**src/rtl/led_fader.sv**
```systemverilog
`default_nettype none
// ============================================================================
//  Module   : led_fader
//  Purpose  : Four-channel PWM cross-fader. The selected LED ramps to full
//             brightness while all others ramp to off, one level per fade
//             step. Brightness is rendered by an 8-bit free-running PWM with
//             period-aligned duty reloads.
//  Options  : define LED_FADER_GAMMA_EN to apply a square-law (level^2 >> 8)
//             gamma curve to the duty reload value.
//  Revision : 1.0 - initial release
// ============================================================================
module led_fader #(
  parameter int PWM_BITS = 8,
  parameter int STEP_DIV = 11719
) (
  input  logic       clk,
  input  logic       rst_n,
  input  logic [1:0] led_sel,
  input  logic       enable,
  output logic [3:0] pwm_out,
  output logic       busy
);

  localparam int                  STEP_W    = $clog2(STEP_DIV);
  localparam logic [PWM_BITS-1:0] LEVEL_MAX = {PWM_BITS{1'b1}};
  localparam logic [STEP_W-1:0]   STEP_LAST = STEP_W'(STEP_DIV - 1);

  // Input synchronizers plus one extra stage holding the previous sample
  logic [1:0] sel_s1, sel_s2, sel_s3, sel_q;
  logic       en_s1, en_s2, en_s3, enable_q;

  logic [STEP_W-1:0]   step_cnt;
  logic                step_tick;
  logic [PWM_BITS-1:0] pwm_cnt;

  logic [PWM_BITS-1:0] level  [4];
  logic [PWM_BITS-1:0] target [4];
  logic [PWM_BITS-1:0] duty   [4];
  logic [PWM_BITS-1:0] reload [4];
  logic [3:0]          mismatch;

  // Synchronize inputs; accept a sel/enable pair only once it is seen twice in a row
  always_ff @(posedge clk or negedge rst_n) begin
    if (!rst_n) begin
      sel_s1   <= 2'd0;
      sel_s2   <= 2'd0;
      sel_s3   <= 2'd0;
      sel_q    <= 2'd0;
      en_s1    <= 1'b0;
      en_s2    <= 1'b0;
      en_s3    <= 1'b0;
      enable_q <= 1'b0;
    end else begin
      sel_s1 <= led_sel;
      sel_s2 <= sel_s1;
      sel_s3 <= sel_s2;
      en_s1  <= enable;
      en_s2  <= en_s1;
      en_s3  <= en_s2;
      // A transient code during a multi-bit change never matches its neighbour
      if ((sel_s2 == sel_s3) && (en_s2 == en_s3)) begin
        sel_q    <= sel_s2;
        enable_q <= en_s2;
      end
    end
  end

  // Per-channel targets and level-vs-target mismatch flags
  always_comb begin
    for (int i = 0; i < 4; i++) begin
      target[i] = '0;
      if (enable_q && (sel_q == 2'(i))) begin
        target[i] = LEVEL_MAX;
      end
      mismatch[i] = (level[i] != target[i]);
    end
  end

  // Fade-step prescaler
  always_ff @(posedge clk or negedge rst_n) begin
    if (!rst_n) begin
      step_cnt <= '0;
    end else if (step_tick) begin
      step_cnt <= '0;
    end else begin
      step_cnt <= step_cnt + 1'b1;
    end
  end

  assign step_tick = (step_cnt == STEP_LAST);

  // Move each level one step toward its target; targets are 0 or max so no wrap
  always_ff @(posedge clk or negedge rst_n) begin
    if (!rst_n) begin
      for (int i = 0; i < 4; i++) begin
        level[i] <= '0;
      end
    end else if (step_tick) begin
      for (int i = 0; i < 4; i++) begin
        if (level[i] < target[i]) begin
          level[i] <= level[i] + 1'b1;
        end else if (level[i] > target[i]) begin
          level[i] <= level[i] - 1'b1;
        end
      end
    end
  end

`ifdef LED_FADER_GAMMA_EN
  logic [2*PWM_BITS-1:0] square [4];

  // Square-law gamma: upper half of level * level
  always_comb begin
    for (int i = 0; i < 4; i++) begin
      square[i] = {{PWM_BITS{1'b0}}, level[i]} * {{PWM_BITS{1'b0}}, level[i]};
      reload[i] = square[i][2*PWM_BITS-1:PWM_BITS];
    end
  end
`else
  // Linear brightness: duty follows the level directly
  always_comb begin
    for (int i = 0; i < 4; i++) begin
      reload[i] = level[i];
    end
  end
`endif

  // Free-running PWM counter with shadow duty reloaded only at period end
  always_ff @(posedge clk or negedge rst_n) begin
    if (!rst_n) begin
      pwm_cnt <= '0;
      for (int i = 0; i < 4; i++) begin
        duty[i] <= '0;
      end
    end else begin
      pwm_cnt <= pwm_cnt + 1'b1;
      // Non-blocking read of level means a coincident step tick loads the old level
      if (pwm_cnt == LEVEL_MAX) begin
        for (int i = 0; i < 4; i++) begin
          duty[i] <= reload[i];
        end
      end
    end
  end

  // Registered pin drive and busy flag
  always_ff @(posedge clk or negedge rst_n) begin
    if (!rst_n) begin
      pwm_out <= 4'b0000;
      busy    <= 1'b0;
    end else begin
      for (int i = 0; i < 4; i++) begin
        pwm_out[i] <= (duty[i] > pwm_cnt);
      end
      busy <= |mismatch;
    end
  end

endmodule
`default_nettype wire

```
**config.mk**
```make
export PLATFORM = sky130hd
export DESIGN_NAME = led_fader
export DESIGN_NICKNAME = d
export VERILOG_FILES = /design/src/rtl/led_fader.sv
export SDC_FILE = /design/constraint.sdc
export NUM_CORES = 1
export LEC_CHECK = 0
export CORE_ASPECT_RATIO = 1.5
export CORE_MARGIN = 1.5
export CORE_UTILIZATION = 60
export DETAILED_ROUTE_END_ITERATION = 10
export GPL_TIMING_DRIVEN = 0
export MAX_ROUTING_LAYER = met4
export PLACE_DENSITY = 0.77
export SLEW_MARGIN = 20
export SYNTH_ARGS = -nofsm -noshare
export SYNTH_HDL_FRONTEND = slang
export SYNTH_SLANG_ARGS = --single-unit
```
**constraint.sdc**
```tcl
create_clock -name clk -period 4.4 [get_ports clk]
set_clock_uncertainty 0.2 [all_clocks]
set_input_delay 1.1 -clock clk [delete_from_list [all_inputs] [get_ports clk]]
set_output_delay 1.1 -clock clk [all_outputs]
set_load 0.01 [all_outputs]
```
==> results.txt, run 1 <==
* Effective utilization at floorplan: 62.0%
- Number of max-cap violations: 0
- The worst hold path begins at sel_s1[0].
- Grt total ovfl: 0
* Async SR Flop Fraction: 100%
* Leakage: 3.59 nW
- Slew @ Worst Pin: 0.666 ns
- The total area inside the core boundary comes to 0.0101 mm^2.
- The number of antenna diodes in the final layout is 0.
- Hold depth: 0
* Die extent in y: 128 um
- CTS buffer count: 9
* Cell type with the highest aggregate area in the netlist: dfrtp_1
* Result of the run: completed
- The number of gates resized after CTS was 0.
- GRT met2 Usage: 42.7%
- The synthesized netlist devotes 6.70% of its cell area to XOR and XNOR gates.
- Vias per Instance: 5.98
- IR analysis of the VDD net gives a maximum drop of 0.000188 V.
- Die outline area: 0.0111 mm^2
- Global routing met3 resource utilization: 3.61%
- CTS Root Buffer Type: clkbuf_16
* Design area: 0.00684 mm^2
* Maximum buffer depth of the clock tree: 2
* Power after layout: 2.34 mW
- Num ports: 10
- After synthesis, the share of cell area in mux cells is 8.43%.
- The via count of the first global-routing pass was 4412.
* Residual antenna-violating net count after detailed routing: 0
- Commonest cells after routing, fill and taps aside: 103 x dfrtp_1, 91 x ha_1, 44 x mux2_2, 42 x a21oi_1, 36 x xnor2_1
* Part of the Yosys area used for sequential elements: 41.1%
- Counting every instance in the synthesized netlist gives 565.
* Pwr dens: 342 mW/mm^2
- The HPWL after detailed placement is 8820 um.
* Syn nets: 665
- Leading cell type in the layout, fill and taps excluded: dfrtp_1
- In this run the register-to-register setup slack is 0.46 ns.
- Clock latency of the later-clocked register in the worst-skew pair: 0.35 ns
* Startpoint of the most critical register-to-register path: enable_q
- Primary flip-flop cell chosen by synthesis mapping: dfrtp_1
- In the final routed layout, each cell accounts on average for 16.3 um.
* Post-Syn Area: 0.00628 mm^2
- Placer congestion estimate: 0.838
* Total wire length after detailed routing: 11600 um
* Data arrival at the endpoint of the critical path: 3.99 ns
* Drt drc: 0
- Fill cells in the final layout number 788.
- Synthesis inferred 103 register bits.
- In the final design database the tool counted 686 nets.
- Class of the tightest hold or removal check: reg -> reg
- In the final layout, the multi-input gates occupy 0.00356 mm^2.
- Port-buffer cells: 9
- Register area: 0.00258 mm^2
- Row generation in the floorplan step produced 45 rows.
* Biggest area contributors in the synthesized netlist: dfrtp_1 41%, ha_1 18%, mux2_2 7.9%
- Final hold violation count: 0
- After layout, the worst path uses 89.7% of the clock period.
- CTS tree: yes
- After the first detailed-routing iteration, the DRC count stood at 119.
- Yosys printed 0 warnings.
- The worst register-to-register path ends at level[30].
- Global Route Usage Sum: 24.1%
- CTS sink count: 103
- Post-synthesis share of cell area spent on and, or, nand and nor gates: 9.51%
* Worst Setup End Kind: flip-flop
* RSZ-0062 raised after global routing: no
- Based on the critical path, the design can be clocked at up to 253 MHz.
- The synthesized design devotes to its leading area cell type 41.1% of total area.
- Number of post-CTS setup repair buffers: 0
- Met1 track demand over resource: 26.9%
* Dominant combinational cell family by area after synthesis: adder cells
- Clock edge transition at the registers on the reported setup and hold paths: 0.08 ns
- The placed instances occupy a cell area of 0.00654 mm^2.
- From synthesis to final layout, the design area changed by 8.95%.
* Distinct cells, synth: 43
- The final count of pins violating max slew was 0.
- Share of synthesized cell area in full adder, half adder and majority cells: 19.4%
- Width of the die: 86.5 um
- Final setup viols: 0
- Via count: 4233
- Averaged over all synthesized cells, the footprint is 11.1 um^2.
- Counting flops with a built-in enable in the synthesized netlist gives 0.
- In this run the number of H-tree levels came out at 3.
* Destination of the worst hold path: sel_s2[0]
* Final Critical Period: 3.94 ns
- Data required time of the worst path: 4.44 ns
- Along the worst path, the maximum fanout reaches 8.
* Slew HR: 55.2%
- The synthesized netlist devotes 12.7% of its cell area to compound gates.
* Hold Buf Count CTS: 0
- Fraction of final layout cells sized beyond drive strength 1: 12.4%
* Worst Path Class, Setup: reg -> reg
- The worst setup path is launched from a flip-flop.
- Maximum number of pins on one net before global-route repair: 60
* Number of optimization iterations in the first detailed-route pass: 4
- Global-route wire length before repair: 20300 um
- The number of antenna violations at the first check in global routing is 0.
* R2r worst-path depth: 12
* Most heavily used metal layer in global routing: met2
[where the power goes]
| part | leakage [nW] | total [mW] | internal, mW | switching [mW] |
|---|---|---|---|---|
| Clock | 0.146 | 0.787 | 0.401 | 0.386 |
| Sequential | 1.38 | 0.969 | 0.957 | 0.0121 |
| Combinational | 2.07 | 0.581 | 0.231 | 0.350 |
[cell type report]
cell class                 count  area share [%]
multi-input combinational    427            52.1
sequential                   103            37.7
clock buffer                   9            3.29
tap                          117            2.14
timing repair buffer          10            1.74
inverter                      30            1.65
clock inverter                 7            1.04
buffer                         5           0.348
[critical path, cell delays in order, from the launching register on]
cell      delay (ns)
dfrtp_1         0.45
or3b_2          0.59
ha_1            0.33
and3_1          0.18
a221o_1         0.36
a21o_1          0.29
fa_1            0.44
a21o_1          0.17
a21oi_1         0.21
o21bai_1        0.10
a21oi_1         0.18
xnor2_1         0.08
mux2_2          0.25
[worst max-delay path by stage]
| stage | from | endpoint | slack (ns) | depth (start not counted) |
|---|---|---|---|---|
| after floorplan | sel_q[1] | level[30] | 0.73 | 12 |
| after global placement | rst_n | sel_s1[0] | -1.79 | 1 |
| after detailed placement | enable_q | level[30] | 0.47 | 12 |
| after CTS | enable_q | level[30] | 0.44 | 12 |
| after global routing | enable_q | level[30] | 0.14 | 12 |
| final | enable_q | level[30] | 0.46 | 12 |
[cell usage after synthesis, types with 6 or more instances]
library cell and number:
nor2_1 22, inv_1 30, nand2_1 28, o21ai_0 27
nor2b_1 7, a21oi_1 42, mux2_2 44, xnor2_1 36
nand3_1 18, and3_1 6, nand4_1 18, xor2_1 12
o21a_1 11, a21o_1 21, dfrtp_1 103, ha_1 91
[state kept, by name (all words and copies together) (netlist names), 2 cells and up]
signal	count
duty	32
level	32
step_cnt	14
pwm_cnt	8
pwm_out	4
sel_q	2
sel_s1	2
sel_s2	2
sel_s3	2
[kinds of logic (layout without fill, tap and decap cells)]
| logic type | count (synthesis) | count (layout) |
|---|---|---|
| AO/OA/AOI/OAI | 124 | 124 |
| XOR/XNOR | 48 | 48 |
| buffers and inverters | 35 | 61 |
| flip-flops | 103 | 103 |
| adder cells (fa/ha/maj) | 95 | 95 |
| multiplexers | 47 | 47 |
| AND/OR/NAND/NOR | 113 | 113 |
[per-layer routing]
metal,wire length [um],up-vias,part of all wire (%)
li1,-,2090,-
met1,4750,2080,41
met2,6270,42,54
met3,244,21,2.1
met4,297,0,2.6
met5,0,-,0
[per-stage QoR]
| step | setup TNS, ns | hold WS [ns] | setup slack [ns] | cells | utilization, % |
|---|---|---|---|---|---|
| 4_1_cts | 0 | 0.156 | 0.437 | 708 | 67.5 |
| 2_1_floorplan | 0 | 0.131 | 0.728 | 565 | - |
| 5_1_grt | 0 | 0.165 | 0.141 | 708 | 67.5 |
| 3_5_place_dp | 0 | 0.138 | 0.470 | 692 | 64.6 |
| 3_3_place_gp | -183.04 | 0.132 | -1.79 | 691 | 64.3 |
| 6_report | 0 | 0.152 | 0.455 | 708 | 67.5 |
(Power assumes the default switching activity.)
==> run 2: changes to the inputs <==
Settings changed: GPL_TIMING_DRIVEN 0 to 1.
==> run 2 against run 1 <==
Sequential share of layout area grew 0.12 points. Critical path depth stayed put. Non-clock buffer count decreased by 3. Worst setup slack lost 0.031 ns. Maximum frequency shrank 0.78%. Flip-flop and latch count is the same. Wire length rose by 2.5%. Largest cell class unchanged.
==> results.txt, run 2 (synthesized netlist as in run 1, its figures left out) <==
- The total iterations of the first detailed-routing run was 4 (unchanged).
- Commonest cells after routing, fill and taps aside: 103 x dfrtp_1, 91 x ha_1, 44 x mux2_2, 42 x a21oi_1, 36 x xnor2_1
* Global-route wire length before repair: 20500 um (+1.3%)
- Residual antenna-violating net count after detailed routing: 0 (unchanged)
- Cells along the critical path: or3b_2 > ha_1 > and3_1 > a221o_1 > a21o_1 > fa_1 > a21o_1 > a21oi_1 > o21bai_1 > a21oi_1 > xnor2_1 > mux2_2
- Total wire length after detailed routing: 11800 um (+2.5%)
- The maximum fanout along the worst path was 8 (unchanged).
- CTS Root Buffer Type: clkbuf_16
* Maximum number of pins on one net before global-route repair: 57 (-5.0%)
- The largest buffer count on any clock path was 2 (unchanged).
- The total vias in the final route was 4270 (+0.87%).
* Worst Path Class, Setup: reg -> reg
- From synthesis to final layout, the design area changed by 8.59%.
* Switching fraction of total power: 30.8% (-1.2 points)
- Clock edge transition at the registers on the reported setup and hold paths: 0.07 ns (about the same)
* CTS tree: yes
- Number of buffers and inverters on the critical path: 0 (unchanged)
- The clock share of power was 33.9% (+0.2 points).
- The sum of negative setup slack came to 0 ns (unchanged).
* Effective utilization at floorplan: 62.0% (unchanged)
- Data arrival at the endpoint of the critical path: 4.02 ns (+0.03 ns)
* Vias per Instance: 6.07 (+1.4%)
- Die extent in y: 128 um (unchanged)
* Worst Setup End Kind: flip-flop
- Width of the die: 86.5 um (unchanged)
- The largest registers in the layout are duty: 32 flops, level: 32 flops, step_cnt: 14 flops.
- The maximum level of the CTS H-tree came to 3 (unchanged).
- The total global routing track utilization is 24.6% (+0.42 points).
* CTS sink count: 103 (unchanged)
- Fraction of final layout cells sized beyond drive strength 1: 11.8% (-0.60 points)
* Data required time of the worst path: 4.44 ns (about the same)
- The clock latency of the later-clocked register in the worst-skew pair was 0.35 ns (about the same).
- Crit start category: flip-flop
- The relative contribution of combinational cells to total power was 25.1% (+0.3 points).
- Class of the tightest hold or removal check: reg -> reg
* Total number of nets in the final design: 683 (-0.44%)
- The antenna diode count is 0 (unchanged).
- The maximum clock frequency came to 252 MHz (-0.78%).
- Slowest stage delay, CP: 0.58 ns (about the same)
- Startpoint of the most critical register-to-register path: enable_q
* Hold Buf Count CTS: 0 (unchanged)
- Leading cell type in the layout, fill and taps excluded: dfrtp_1
* DR iter-0 viols: 106 (-11%)
* Number of max-cap violations: 0 (unchanged)
- Worst Hold Margin: 0.152 ns (-0.0000240 ns)
- The overall die area was 0.0111 mm^2 (unchanged).
- Placer congestion estimate: 0.836 (-0.21%)
- RSZ-0062 raised after global routing: no
- The worst hold path begins at sel_s1[1].
* Resized cells post-CTS: 0 (unchanged)
* Switching component of the power: 729 uW (-2.5%)
* Critical Path Slowest Stage Cell: or3b_2
* Final setup viols: 0 (unchanged)
* Num ports: 10 (unchanged)
* Core area: 0.0101 mm^2 (unchanged)
* Pwr dens: 347 mW/mm^2 (+1.5%)
- The count of buffers added by post-CTS timing repair for setup is 0 (unchanged).
* Placed wire-length estimate: 8960 um (+1.6%)
* Number of cell rows: 45 (unchanged)
- The leakage power of the design came to 3.58 nW (-0.43%).
- Launch point of the critical path: enable_q
- The total global routing overflow was 0 (unchanged).
- Worst vdd rail ir drop: 0.000232 V (+24%)
- CTS buffer count: 9 (unchanged)
* Final period util: 90.4% (+0.70 points)
- Number of global-route vias before repair: 4594 (+4.1%)
- Final hold violation count: 0 (unchanged)
* Result of the run: completed
- Slew @ Worst Pin: 0.676 ns (+0.00954 ns)
- The final count of pins violating max slew was 0 (unchanged).
- The remaining max-slew budget at the tightest pin is 54.8% (-0.45 points).
- Port-buffer cells: 9 (unchanged)
- Portion of total power attributed to sequential cells: 41.0% (-0.5 points)
* Drt drc: 0 (unchanged)
* Cell type group with the largest total delay on the critical path: compound AO/OA/AOI/OAI gates
* Final Critical Period: 3.98 ns (+0.0309 ns)
- The post-detailed-route wirelength per cell was 16.8 um (+3.0%).
- Number of antenna violations at the first check in global routing: 0 (unchanged)
* Power Internal: 1.64 mW (+2.9%)
## run 2: final cells by class
class                           count  area, um^2
Clock buffer                       10         229
Clock inverter                      5        65.1
Fill cell                         754        3320
Inverter                           30         113
Multi-Input combinational cell    427        3560
Sequential cell                   103        2580
Tap cell                          117         146
Timing Repair Buffer               12         123
## run 2: worst paths after layout
check | endpoint | slack (ns) | cells past startpoint
setup / recovery | level[30] | 0.42 | 12
hold / removal | sel_s2[1] | 0.15 | 0
setup reg to reg | level[30] | 0.42 | 12
hold reg to reg | sel_s2[1] | 0.15 | 0
max in group asynchronous | level[21] | 2.74 | 2
min in group asynchronous | level[14] | 0.56 | 1
## run 2: through the flow
stage | cell area, um^2 | worst slack [ns] | util (%) | total power [mW] | cells
CTS | 6820 | 0.437 | 67.3 | 2.39 | 704
global route | 6820 | 0.209 | 67.3 | 2.49 | 704
floorplan | 6280 | 0.728 | - | 1.43 | 565
detailed placement | 6520 | 0.478 | 64.4 | 1.57 | 689
global placement | 6520 | 0.606 | 64.4 | 1.53 | 689
finish | 6820 | 0.424 | 67.3 | 2.36 | 704
## run 2: layer usage
layer | GRT usage, % | share of wire [%] | routed length, um
met5 | - | 0 | 0
met4 | 11.8 | 3.5 | 416
met2 | 45.1 | 54 | 6420
met1 | 25.2 | 40 | 4790
met3 | 3.54 | 1.8 | 216
## run 2: power groups by stage
stage	Sequential, mW	Clock [mW]	Combinational, mW
finish	0.968	0.802	0.594
global route	0.970	0.849	0.673
CTS	0.968	0.818	0.599
detailed placement	0.987	0	0.587
global placement	0.985	0	0.548
floorplan	0.984	0	0.451
==> run 3: changes to the inputs <==
Settings changed: CORE_UTILIZATION 60 to 63, PLACE_DENSITY 0.77 to 0.8.
==> run 3 against run 2 <==
Utilization grew 3.1 points. Clock power shrank 0.7%. Die area shrank 4.6%. First-iteration DRC count grew 57%. Largest power group unchanged. Highest routed layer unchanged.
==> results.txt, run 3 (synthesized netlist as in run 1, its figures left out) <==
- The via count of the first global-routing pass was 4641 (+1.0%).
- The count of buffering cells on the critical path with inverters included was 0 (unchanged).
* Slew @ Worst Pin: 0.812 ns (+0.136 ns)
- Number of post-CTS setup repair buffers: 0 (unchanged)
* Crit path depth: 12 (unchanged)
* Total wire length after detailed routing: 12100 um (+2.5%)
* CTS sink count: 103 (unchanged)
* Number of cell rows: 44 (-2.2%)
* Vias per Instance: 6.13 (+1.1%)
* RSZ-0062 raised after global routing: no
- The maximum ir drop on the vdd rail was 0.000260 V (+12%).
* Number of antenna violations at the first check in global routing: 0 (unchanged)
- The tree is rooted in a clkbuf_16.
- In the final layout, the registers with the most flip-flops are duty: 32 flops, level: 32 flops, step_cnt: 14 flops.
- The largest buffer count on any clock path came to 2 (unchanged).
* CTS buffer count: 9 (unchanged)
* Critical Path Slowest Stage Cell: or3b_2
* TNS Setup: 0 ns (unchanged)
* Leading cell type in the layout, fill and taps excluded: dfrtp_1
- The register clock-pin slew on the reported worst setup and hold paths is 0.06 ns (about the same).
- The met1 routing resource usage after global routing came to 27.8% (+2.6 points).
- The proportion of layout cells with a drive suffix above 1 came to 11.9% (+0.13 points).
- Most heavily used metal layer in global routing: met2
* Core area: 0.00969 mm^2 (-4.4%)
* Hold depth: 0 (unchanged)
- The placer's final routability congestion estimate was 0.883 (+5.7%).
- Global-route wire length before repair: 20900 um (+1.8%)
- Result of the run: completed
* Hold Buf Count CTS: 0 (unchanged)
- The final antenna-violating net count came to 0 (unchanged).
* Slowest stage delay, CP: 0.58 ns (about the same)
* Post-synthesis to final-layout area growth: 8.59% (unchanged)
- H-tree depth: 3 (unchanged)
* Number of max-cap violations: 0 (unchanged)
- Global Route Usage Sum: 25.4% (+0.80 points)
- The period utilization is 91.0% (+0.62 points).
- Worst Setup End Kind: flip-flop
* Max-slew violation total from the final report: 0 (unchanged)
* Pwr dens: 346 mW/mm^2 (-0.12%)
- Slew HR: 45.9% (-8.9 points)
- The data arrival time of the worst path was 4.03 ns (about the same).
* Grt total ovfl: 0 (unchanged)
- The number of DRC markers in iteration 0 is 166 (+57%).
- Num ports: 10 (unchanged)
- Die outline area: 0.0106 mm^2 (-4.6%)
- Total number of nets in the final design: 684 (+0.15%)
- Setup slack at placement: 0.463 ns (-0.0148 ns)
* Width of the die: 84.5 um (-2.3%)
* CTS tree: yes
- Max Clk Rate: 250 MHz (-0.68%)
- The die span in y is 125 um (-2.4%).
* Final setup viols: 0 (unchanged)
- Commonest cells after routing, fill and taps aside: 103 x dfrtp_1, 91 x ha_1, 44 x mux2_2, 42 x a21oi_1, 36 x xnor2_1
- Final Critical Period: 4.00 ns (+0.0271 ns)
* Via count: 4315 (+1.1%)
* Placed wire-length estimate: 9040 um (+0.84%)
- The depth of the worst register-to-register path was 12 (unchanged).
- # diodes: 0 (unchanged)
- STA classifies the critical path startpoint as a flip-flop.
- The post-detailed-route wirelength per cell came to 17.2 um (+2.5%).
- The maximum number of pins on one net before global-route repair is 66 (+16%).
- Leakage: 3.58 nW (about the same)
- The signal on the critical path passes through or3b_2 > ha_1 > and3_1 > a221o_1 > a21o_1 > fa_1 > a21o_1 > a21oi_1 > o21bai_1 > a21oi_1 > xnor2_1 > mux2_2.
- Port-buffer cells: 9 (unchanged)
- Final hold violation count: 0 (unchanged)
- The clock latency of the later-clocked register in the worst-skew pair was 0.34 ns (about the same).
- Grouping stages by cell kind, the critical path spends the most delay in compound AO/OA/AOI/OAI gates.
- Global routing met3 resource utilization: 3.76% (+0.22 points)
* Resized cells post-CTS: 0 (unchanged)
* Class of the tightest hold or removal check: reg -> reg
- Drt drc: 0 (unchanged)
* GRT met2 Usage: 45.2% (+0.16 points)
- The effective utilization at floorplan is 64.8% (+2.8 points).
* Maximum fanout encountered on the critical timing path: 8 (unchanged)
- The total iterations of the first detailed-routing run came to 4 (unchanged).
- The setup path with the least slack is of type reg -> reg.
* Worst Setup Slack, final: 0.397 ns (-0.0271 ns)
- Data required time of the worst path: 4.43 ns (about the same)
[run 3: cell count changes in the layout (fill, tap and decap cells not counted)]
cell	change
buf_4	+2
clkbuf_8	+1
clkbuf_1	+1
inv_6	-3
clkinv_4	+1
buf_12	-1
clkinvlp_4	+1
[run 3: worst paths after layout]
| kind | from | to | slack [ns] |
|---|---|---|---|
| hold / removal | sel_s1[1] | sel_s2[1] | 0.15 |
| min in group asynchronous | rst_n | level[9] | 0.62 |
| hold reg to reg | sel_s1[1] | sel_s2[1] | 0.15 |
| setup / recovery | enable_q | level[30] | 0.40 |
| setup reg to reg | enable_q | level[30] | 0.40 |
| max in group asynchronous | rst_n | step_cnt[1] | 2.57 |
[run 3: area by class of cell]
cell class,instances,area [um^2]
clock buffer,12,246
clock inverter,4,55.1
fill,673,2870
inverter,30,113
multi-input combinational,427,3560
sequential,103,2580
tap,115,144
timing repair buffer,13,118
[run 3: through the flow]
step | instance area [um^2] | cells | power [mW] | utilization (%) | hold slack (ns)
5_1_grt | 6820 | 704 | 2.49 | 70.4 | 0.156
3_5_place_dp | 6520 | 688 | 1.58 | 67.3 | 0.135
3_3_place_gp | 6520 | 688 | 1.53 | 67.3 | 0.131
4_1_cts | 6820 | 704 | 2.38 | 70.4 | 0.149
2_1_floorplan | 6280 | 565 | 1.43 | - | 0.131
6_report | 6820 | 704 | 2.36 | 70.4 | 0.148
[run 3: worst reg2reg max path: cells and delay by family, from the launching register on]
family,cells,cell delay (ns)
xor+xnor,1,0.08
mux,1,0.25
simple gates,2,0.77
compound gates,6,1.36
flops,1,0.43
fa+ha+maj,2,0.79
[run 3: routing by layer]
| metal | share of wire (%) | vias to the layer above | wire length [um] |
|---|---|---|---|
| met4 | 2.5 | 0 | 309 |
| li1 | - | 2078 | - |
| met1 | 41 | 2142 | 4940 |
| met5 | 0 | - | 0 |
| met2 | 55 | 63 | 6650 |
| met3 | 2.0 | 32 | 243 |
[run 3: power by group]
group          switching (mW)  leakage [nW]  internal (mW)  total, mW
Combinational           0.366          2.06          0.231      0.597
Sequential             0.0108          1.38          0.958      0.969
Clock                   0.337         0.143          0.459      0.796
